[config.mk]
export PLATFORM = sky130hd
export DESIGN_NAME = fixed_pri_arbiter
export DESIGN_NICKNAME = d
export VERILOG_FILES = /design/src/rtl/fixed_pri_arbiter_pkg.sv /design/src/rtl/fixed_pri_wait_cnt.sv /design/src/rtl/fixed_pri_arbiter.sv
export SDC_FILE = /design/constraint.sdc
export NUM_CORES = 1
export LEC_CHECK = 0
export BUFFER_PORTS_ARGS = -buffer_cell sky130_fd_sc_hd__buf_2
export CAP_MARGIN = 10
export CORE_ASPECT_RATIO = 0.75
export CORE_MARGIN = 10
export CORE_UTILIZATION = 40
export CTS_BUF_LIST = sky130_fd_sc_hd__clkbuf_8
export DETAILED_ROUTE_END_ITERATION = 10
export GPL_ROUTABILITY_DRIVEN = 0
export PLACE_DENSITY_LB_ADDON = 0.15
export SLEW_MARGIN = 15
export SYNTH_ARGS = -nofsm -noshare
export SYNTH_HDL_FRONTEND = slang
export SYNTH_HIERARCHICAL = 1
export SYNTH_SLANG_ARGS = --single-unit
[constraint.sdc]
create_clock -name clk -period 1.14 [get_ports clk]
set_input_delay 0.171 -clock clk [delete_from_list [all_inputs] [get_ports clk]]
set_output_delay 0.171 -clock clk [all_outputs]
set_load 0.005 [all_outputs]
[src/rtl/fixed_pri_arbiter_pkg.sv]
// Shared helpers and defaults for the fixed-priority arbiter.
// Helpers work on MAX_N-wide vectors; callers zero-extend narrower request vectors.
package fixed_pri_arbiter_pkg;

  localparam int DEF_N         = 8;
  localparam int DEF_CNT_W     = 8;
  localparam int DEF_STARVE_TH = 16;
  localparam int MAX_N         = 64;
  localparam int MAX_IDX_W     = $clog2(MAX_N);

  // Isolates the lowest set bit (two's-complement trick), zero when vec is zero.
  function automatic logic [MAX_N-1:0] lowest_set_onehot(input logic [MAX_N-1:0] vec);
    return vec & (~vec + 1'b1);
  endfunction

  function automatic logic [MAX_IDX_W-1:0] onehot_to_idx(input logic [MAX_N-1:0] onehot,
                                                         input int width);
    logic [MAX_IDX_W-1:0] idx;
    idx = '0;
    for (int i = 0; i < MAX_N; i++) begin
      if (i < width && onehot[i]) idx = idx | MAX_IDX_W'(i);
    end
    return idx;
  endfunction

endpackage

[src/rtl/fixed_pri_wait_cnt.sv]
// One requester's saturating wait counter and registered starvation flag.
module fixed_pri_wait_cnt #(
  parameter int CNT_W     = 8,
  parameter int STARVE_TH = 16
) (
  input  logic clk,
  input  logic rst,
  input  logic req,
  input  logic gnt,
  output logic starve
);

  localparam logic [CNT_W-1:0] CNT_MAX = '1;
  localparam logic [CNT_W-1:0] TH      = CNT_W'(STARVE_TH);

  logic [CNT_W-1:0] cnt_reg, cnt_next;
  logic             starve_reg;

  always_comb begin
    cnt_next = '0;
    if (req && !gnt) begin
      cnt_next = (cnt_reg == CNT_MAX) ? CNT_MAX : cnt_reg + 1'b1;
    end
  end

  // The flag is compared against the next count so it tracks the counter edge-for-edge.
  always_ff @(posedge clk) begin
    if (rst) begin
      cnt_reg    <= '0;
      starve_reg <= 1'b0;
    end else begin
      cnt_reg    <= cnt_next;
      starve_reg <= (cnt_next >= TH);
    end
  end

  assign starve = starve_reg;

endmodule

[src/rtl/fixed_pri_arbiter.sv]
// N-way fixed-priority arbiter (requester 0 highest) with a combinational grant
// and a registered side-band: delayed grant, winner index and starvation flags.
module fixed_pri_arbiter
  import fixed_pri_arbiter_pkg::*;
#(
  parameter int N         = DEF_N,
  parameter int IDX_W     = $clog2(N),
  parameter int CNT_W     = DEF_CNT_W,
  parameter int STARVE_TH = DEF_STARVE_TH
) (
  input  logic             clk,
  input  logic             rst,
  input  logic [N-1:0]     req,
  output logic [N-1:0]     gnt,
  output logic             gnt_valid,
  output logic [IDX_W-1:0] gnt_idx,
  output logic [N-1:0]     gnt_q,
  output logic [IDX_W-1:0] gnt_idx_q,
  output logic             gnt_valid_q,
  output logic [N-1:0]     starve
);

  logic [MAX_N-1:0]     req_ext;
  logic [MAX_N-1:0]     gnt_ext;
  logic [MAX_IDX_W-1:0] idx_full;

  assign req_ext   = MAX_N'(req);
  assign gnt_ext   = lowest_set_onehot(req_ext);
  assign idx_full  = onehot_to_idx(gnt_ext, N);
  assign gnt       = N'(gnt_ext);
  assign gnt_idx   = IDX_W'(idx_full);
  assign gnt_valid = |req;

  logic [N-1:0]     gnt_q_reg;
  logic [IDX_W-1:0] gnt_idx_q_reg;
  logic             gnt_valid_q_reg;

  always_ff @(posedge clk) begin
    if (rst) begin
      gnt_q_reg       <= '0;
      gnt_idx_q_reg   <= '0;
      gnt_valid_q_reg <= 1'b0;
    end else begin
      gnt_q_reg       <= gnt;
      gnt_idx_q_reg   <= gnt_idx;
      gnt_valid_q_reg <= gnt_valid;
    end
  end

  assign gnt_q       = gnt_q_reg;
  assign gnt_idx_q   = gnt_idx_q_reg;
  assign gnt_valid_q = gnt_valid_q_reg;

  genvar gi;
  generate
    for (gi = 0; gi < N; gi++) begin : g_wait
      fixed_pri_wait_cnt #(
        .CNT_W     (CNT_W),
        .STARVE_TH (STARVE_TH)
      ) u_wait_cnt (
        .clk    (clk),
        .rst    (rst),
        .req    (req[gi]),
        .gnt    (gnt[gi]),
        .starve (starve[gi])
      );
    end
  endgenerate

endmodule

# --- Yosys cells after proc, flatten, opt, wreduce, memory -nomap -nowiden ---
# Index checks and enable logic that the tools add are counted.
word_totals:
  register_bits: 84
  in_bits: 10
  output_inout_bits: 32
op_classes:
  n_addsub: 9
  order_cmp: 8
  n_eq_ne: 8
  n_mux: 23
  bitwise_logic: 2
  reduce_logical: 17
op_table:
  columns: ["op", "n"]
  rows:
  - ["$mux 8", 16]
  - ["$add 8x1->8 const B", 9]
  - ["$eq 8x8->1 const B", 8]
  - ["$ge 8x5->1 const B", 8]
  - ["$mux 3", 4]
  - ["$and 8x8->8", 1]
  - ["$logic_and 1x1->1", 8]
  - ["$logic_not 1->1", 8]
  - ["$not 8->8", 1]
  - ["$reduce_or 8->1", 1]
  - ["$mux 2", 2]
  - ["$mux 1", 1]

# --- Logic depth before layout (Yosys ltp) ---
logic_depth:
  ltp_word: 10
  depth_mapped: 7

# --- By module ---
# The synthesis kept the hierarchy.
modules_own_cells:
  columns: ["module", "instances", "cells_per_inst", "area_each_um2", "seq_area_each_um2"]
  rows:
  - ["fixed_pri_wait_cnt", 8, 43, 399.1, 180.2]
  - ["fixed_pri_arbiter", 1, 54, 485.5, 240.2]

# --- Least setup slack after synthesis ---
# Ideal clock, no wire load.
synth_path:
  path_kind: "reg-to-reg"
  startpoint: "register g_wait[0].u_wait_cnt.cnt_reg[0]"
  endpoint: "register g_wait[0].u_wait_cnt.cnt_reg[7]"
  setup_time_ns: 0.127
  arrival_time_ns: 1.121
  required_time_ns: 1.013
  slack_ns: -0.108
  stages_incl_launch_ff: 5
  period_less_slack_ns: 1.248
  path_cell_list: "dfxtp_1 -> ha_1 -> and3_2 -> nor4b_1 -> nor3b_1"
synth_between:
  elab_chain_len: 3
  elab_cells_between_ends: 4
synth_rtl:
  columns: ["element", "line_no", "source"]
  rows:
  - ["start, declared", "fixed_pri_wait_cnt.sv:16", "logic [CNT_W-1:0] cnt_reg, cnt_next;"]
  - ["start signal, assigned", "fixed_pri_wait_cnt.sv:32", "cnt_reg <= cnt_next;"]
  - ["$add 8x1->8 or $eq 8x8->1 (tied branches)", "fixed_pri_wait_cnt.sv:22", "cnt_next = (cnt_reg == CNT_MAX) ? CNT_MAX : cnt_reg + 1'b1;"]
  - ["$mux 8 (*)", "fixed_pri_wait_cnt.sv:22", null]
  - ["$mux 8 (*)", "fixed_pri_wait_cnt.sv:21", "if (req && !gnt) begin"]
# Mark *: on every way between the ends. The rest lies on a longest branch, timed or not.
# A chain may end at the register's enable or synchronous reset.

# --- Worst setup path after layout ---
layout_path:
  startpoint: "input req[5]"
  endpoint: "output gnt_idx[0]"
layout_between:
  elab_chain_len: 6
layout_rtl:
  columns: ["element", "line_no", "source"]
  rows:
  - ["start, declared", "fixed_pri_arbiter.sv:13", "input logic [N-1:0] req,"]
  - ["$not 8->8", "fixed_pri_arbiter_pkg.sv:13", "return vec & (~vec + 1'b1);"]
  - ["$add 8x1->8", "fixed_pri_arbiter_pkg.sv:13", null]
  - ["$and 8x8->8 (*)", "fixed_pri_arbiter_pkg.sv:13", null]
  - ["$mux 3 (2 in a row)", "fixed_pri_arbiter_pkg.sv:21", "if (i < width && onehot[i]) idx = idx | MAX_IDX_W'(i);"]
  - ["$mux 3 (*)", "fixed_pri_arbiter_pkg.sv:21", null]
  - ["end, declared", "fixed_pri_arbiter.sv:16", "output logic [IDX_W-1:0] gnt_idx,"]
# Marks and branches as above.

==> results.json <==
{
  "status": "finished, violations left",
  "violations": "negative setup slack",
  "ys_warn_count": 6,
  "grt_remaining_overflow": 0,
  "num_vias": 3428,
  "setup_violations": 10,
  "switchingPower_w": 0.001297,
  "die_h_um": 103.1,
  "min_path_cells": 2,
  "slew_headroom": 0.7178,
  "p_int_w": 0.004094,
  "synth_area_leaders": "dfxtp_1 (46%), a21oi_1 (6.5%), nor3_1 (4.2%)",
  "grt_pass1_wl_um": 15610,
  "cts_root_buf": "clkbuf_8",
  "synth_top_cell_by_area": "dfxtp_1",
  "rsz0062_at_grt": "true",
  "syn_inst": 398,
  "final_nets": 527,
  "crit_fanout": 4,
  "diodes": 0,
  "hp-class": "input pin to flop",
  "placed_area_um2": 4549,
  "reg2reg_slack_ns": -0.05,
  "period_minus_slack_ns": 1.252,
  "io_pins": 42,
  "area_delta_synth_final_pct": 45.92,
  "largest_reg_flops": 64,
  "synth_cell_type_count": 33,
  "h-tree-depth": 3,
  "grt_max_degree": 18,
  "grt_antenna_before_repair": 0,
  "p_seq_frac": 0.556,
  "start_kind": "input pin",
  "placed_cells": 604,
  "clkTransAtPathRegs_ns": 0.07,
  "ir_worst_vdd_mv": 0.9452,
  "multi_input_area_um2": 2460,
  "die_area_um2": 13470,
  "r2r_start": "g_wait[1].u_wait_cnt/cnt_reg[0]$_SDFF_PP0_",
  "worst_pin_slew_ns": 0.4200,
  "drc_errors": 0,
  "synth-seq-cells": 84,
  "dp_hpwl_um": 6667,
  "timing_hold_violations_final": 0,
  "cts_buffers": 9,
  "tns_ns": -0.3812,
  "p_per_area_nw_per_um2": 1004,
  "period_share": 1.098,
  "detail_route.wl_per_cell_um": 15.17,
  "rows": 30,
  "r2r-end": "g_wait[1].u_wait_cnt/cnt_reg[6]$_SDFF_PP0_",
  "design_area_um2": 5368,
  "start_util": 0.4083,
  "fmax_mhz": 798.9,
  "drt_iter0_markers": 190,
  "swShare": 0.2406,
  "cp-end-kind": "primary output",
  "clkSinkCount": 84,
  "tritoncts": "built",
  "layout_common_cells": "buf_4 (53), a21oi_1 (42), dfxtp_1 (40)",
  "viasPerCell": 5.476,
  "required_ns": 0.97,
  "clkLatencyLatePin_ns": 0.36,
  "postRouteAntennaNets": 0,
  "clock_skew_ns": 0.008011,
  "syn_area_um2": 3679,
  "hold_start": "req[6]",
  "leakagePower_nw": 2.047,
  "drt-total-wl_um": 9499,
  "register_area_um2": 1777,
  "firstDrtPassIters": 4,
  "core_um2": 9009,
  "yosysSeqAreaShare": 0.4571,
  "power_w": 0.005391,
  "pwr-share-clk": 0.373,
  "grt_pass1_vias": 3277,
  "p_comb_frac": 0.071,
  "drive_gt1_frac": 0.4942,
  "grtUsageTotal": 0.1449,
  "portBuffers": 41,
  "reg2reg_depth": 4,
  "chipWidth_um": 130.7,
  "worst_slack_ns": -0.1118,
  "path_class": "input pin to primary output",
  "fin_util": 0.5958,
  "holdPathEnd": "g_wait[6].u_wait_cnt/cnt_reg[4]$_SDFF_PP0_",
  "synth_top_area_share": 0.4571,
  "cts_buffer_depth": 2,
  "ctsHoldBuffers": 0,
  "layout_commonest_cell": "buf_4",
  "syn_nets": 416,
  "fill_cells": 771,
  "critical_path_arrival_ns": 1.08,
  "fin_cells": 626,
  "drv_cap": 0,
  "report.final.slew_viol_count": 0,
  "avgSynthCellArea_um2": 9.243
}
[cells by family (layout without fill, tap and decap cells)]
kind of cell / after synthesis / after routing / synth area share
buffers and inverters: 13 / 129 / 0.01463
AOI/OAI and AO/OA: 109 / 109 / 0.1847
xor gates and xnor gates: 8 / 8 / 0.01905
and+or+nand+nor: 176 / 176 / 0.2973
DFF: 84 / 84 / 0.4571
adders and majority gates: 8 / 8 / 0.02721
[how the worst max path moves through the flow]
stage,startpoint,end,slack [ns],depth (start not counted)
after floorplan,g_wait[0].u_wait_cnt/cnt_reg[0]$_SDFF_PP0_,g_wait[0].u_wait_cnt/cnt_reg[7]$_SDFF_PP0_,-0.03,4
after global placement,req[5],g_wait[7].u_wait_cnt/cnt_reg[3]$_SDFF_PP0_,-0.18,6
after detailed placement,req[5],g_wait[7].u_wait_cnt/cnt_reg[6]$_SDFF_PP0_,-0.23,6
after CTS,req[3],gnt_idx[0],-0.14,5
after global routing,req[5],gnt_idx[0],-0.14,5
final,req[5],gnt_idx[0],-0.11,5
[through the flow]
stage                     setup WS, ns  hold slack, ns
after floorplan               -0.03269          0.2927
after global placement         -0.1836          0.4704
after detailed placement       -0.2253          0.4816
after CTS                      -0.1357         0.09880
after global routing           -0.1392          0.1070
final                          -0.1118          0.1190
[per-layer routing]
metal | share of wire | up-vias | wire (um) | GRT usage
li1 | - | 1748 | - | -
met1 | 0.47 | 1623 | 4499 | 0.1817
met2 | 0.48 | 51 | 4539 | 0.2303
met3 | 0.040 | 6 | 379 | 0.05396
met4 | 0.0086 | 0 | 82 | 0.03666
met5 | 0 | - | 0 | 0
[what timing repair did]
item / in CTS / in global routing
setup buffers: 3 / 6
setup endpoints to repair: 52 / 56
pin swaps: 24 / 26
gates resized for setup: 76 / 89
[power groups by stage]
stage / logic [W] / clock network (W) / registers [W]
2_1_floorplan: 0.000133 / 0 / 0.00306
3_3_place_gp: 0.000310 / 0 / 0.00307
3_5_place_dp: 0.000315 / 0 / 0.00307
4_1_cts: 0.000357 / 0.00210 / 0.00300
5_1_grt: 0.000423 / 0.00220 / 0.00301
6_report: 0.000382 / 0.00201 / 0.00300
[worst max-delay path: stages]
cell and delay, ns:
buf_8 0.11, nor4_4 0.32, and3_4 0.24, o21bai_1 0.11, buf_2 0.13
[cell type report]
class	instances	share of cell area
sequential	84	0.3310
inverter	10	0.006993
tap	112	0.02611
clock buffer	12	0.03077
clock inverter	4	0.004196
multi-input combinational	301	0.4583
timing repair buffer	103	0.1427
[synthesized netlist by cell type (all sizes together)]
master,n
nand4,16
dfxtp,84
nor3,31
o21bai,9
o2111a,8
nand2b,2
o21ai,16
and4,16
nor4b,8
a31oi,17
a22o,1
nor2b,12
o31a,1
clkbuf,1
a21oi,48
nand2,17
nand3,9
nor2,24
buf,2
or3,8
and3,12
nor3b,8
xnor2,8
nor4,2
and2,11
a31o,8
ha,8
a211oi,1
inv,10
Note: power is estimated with default switching activity, not from simulation.
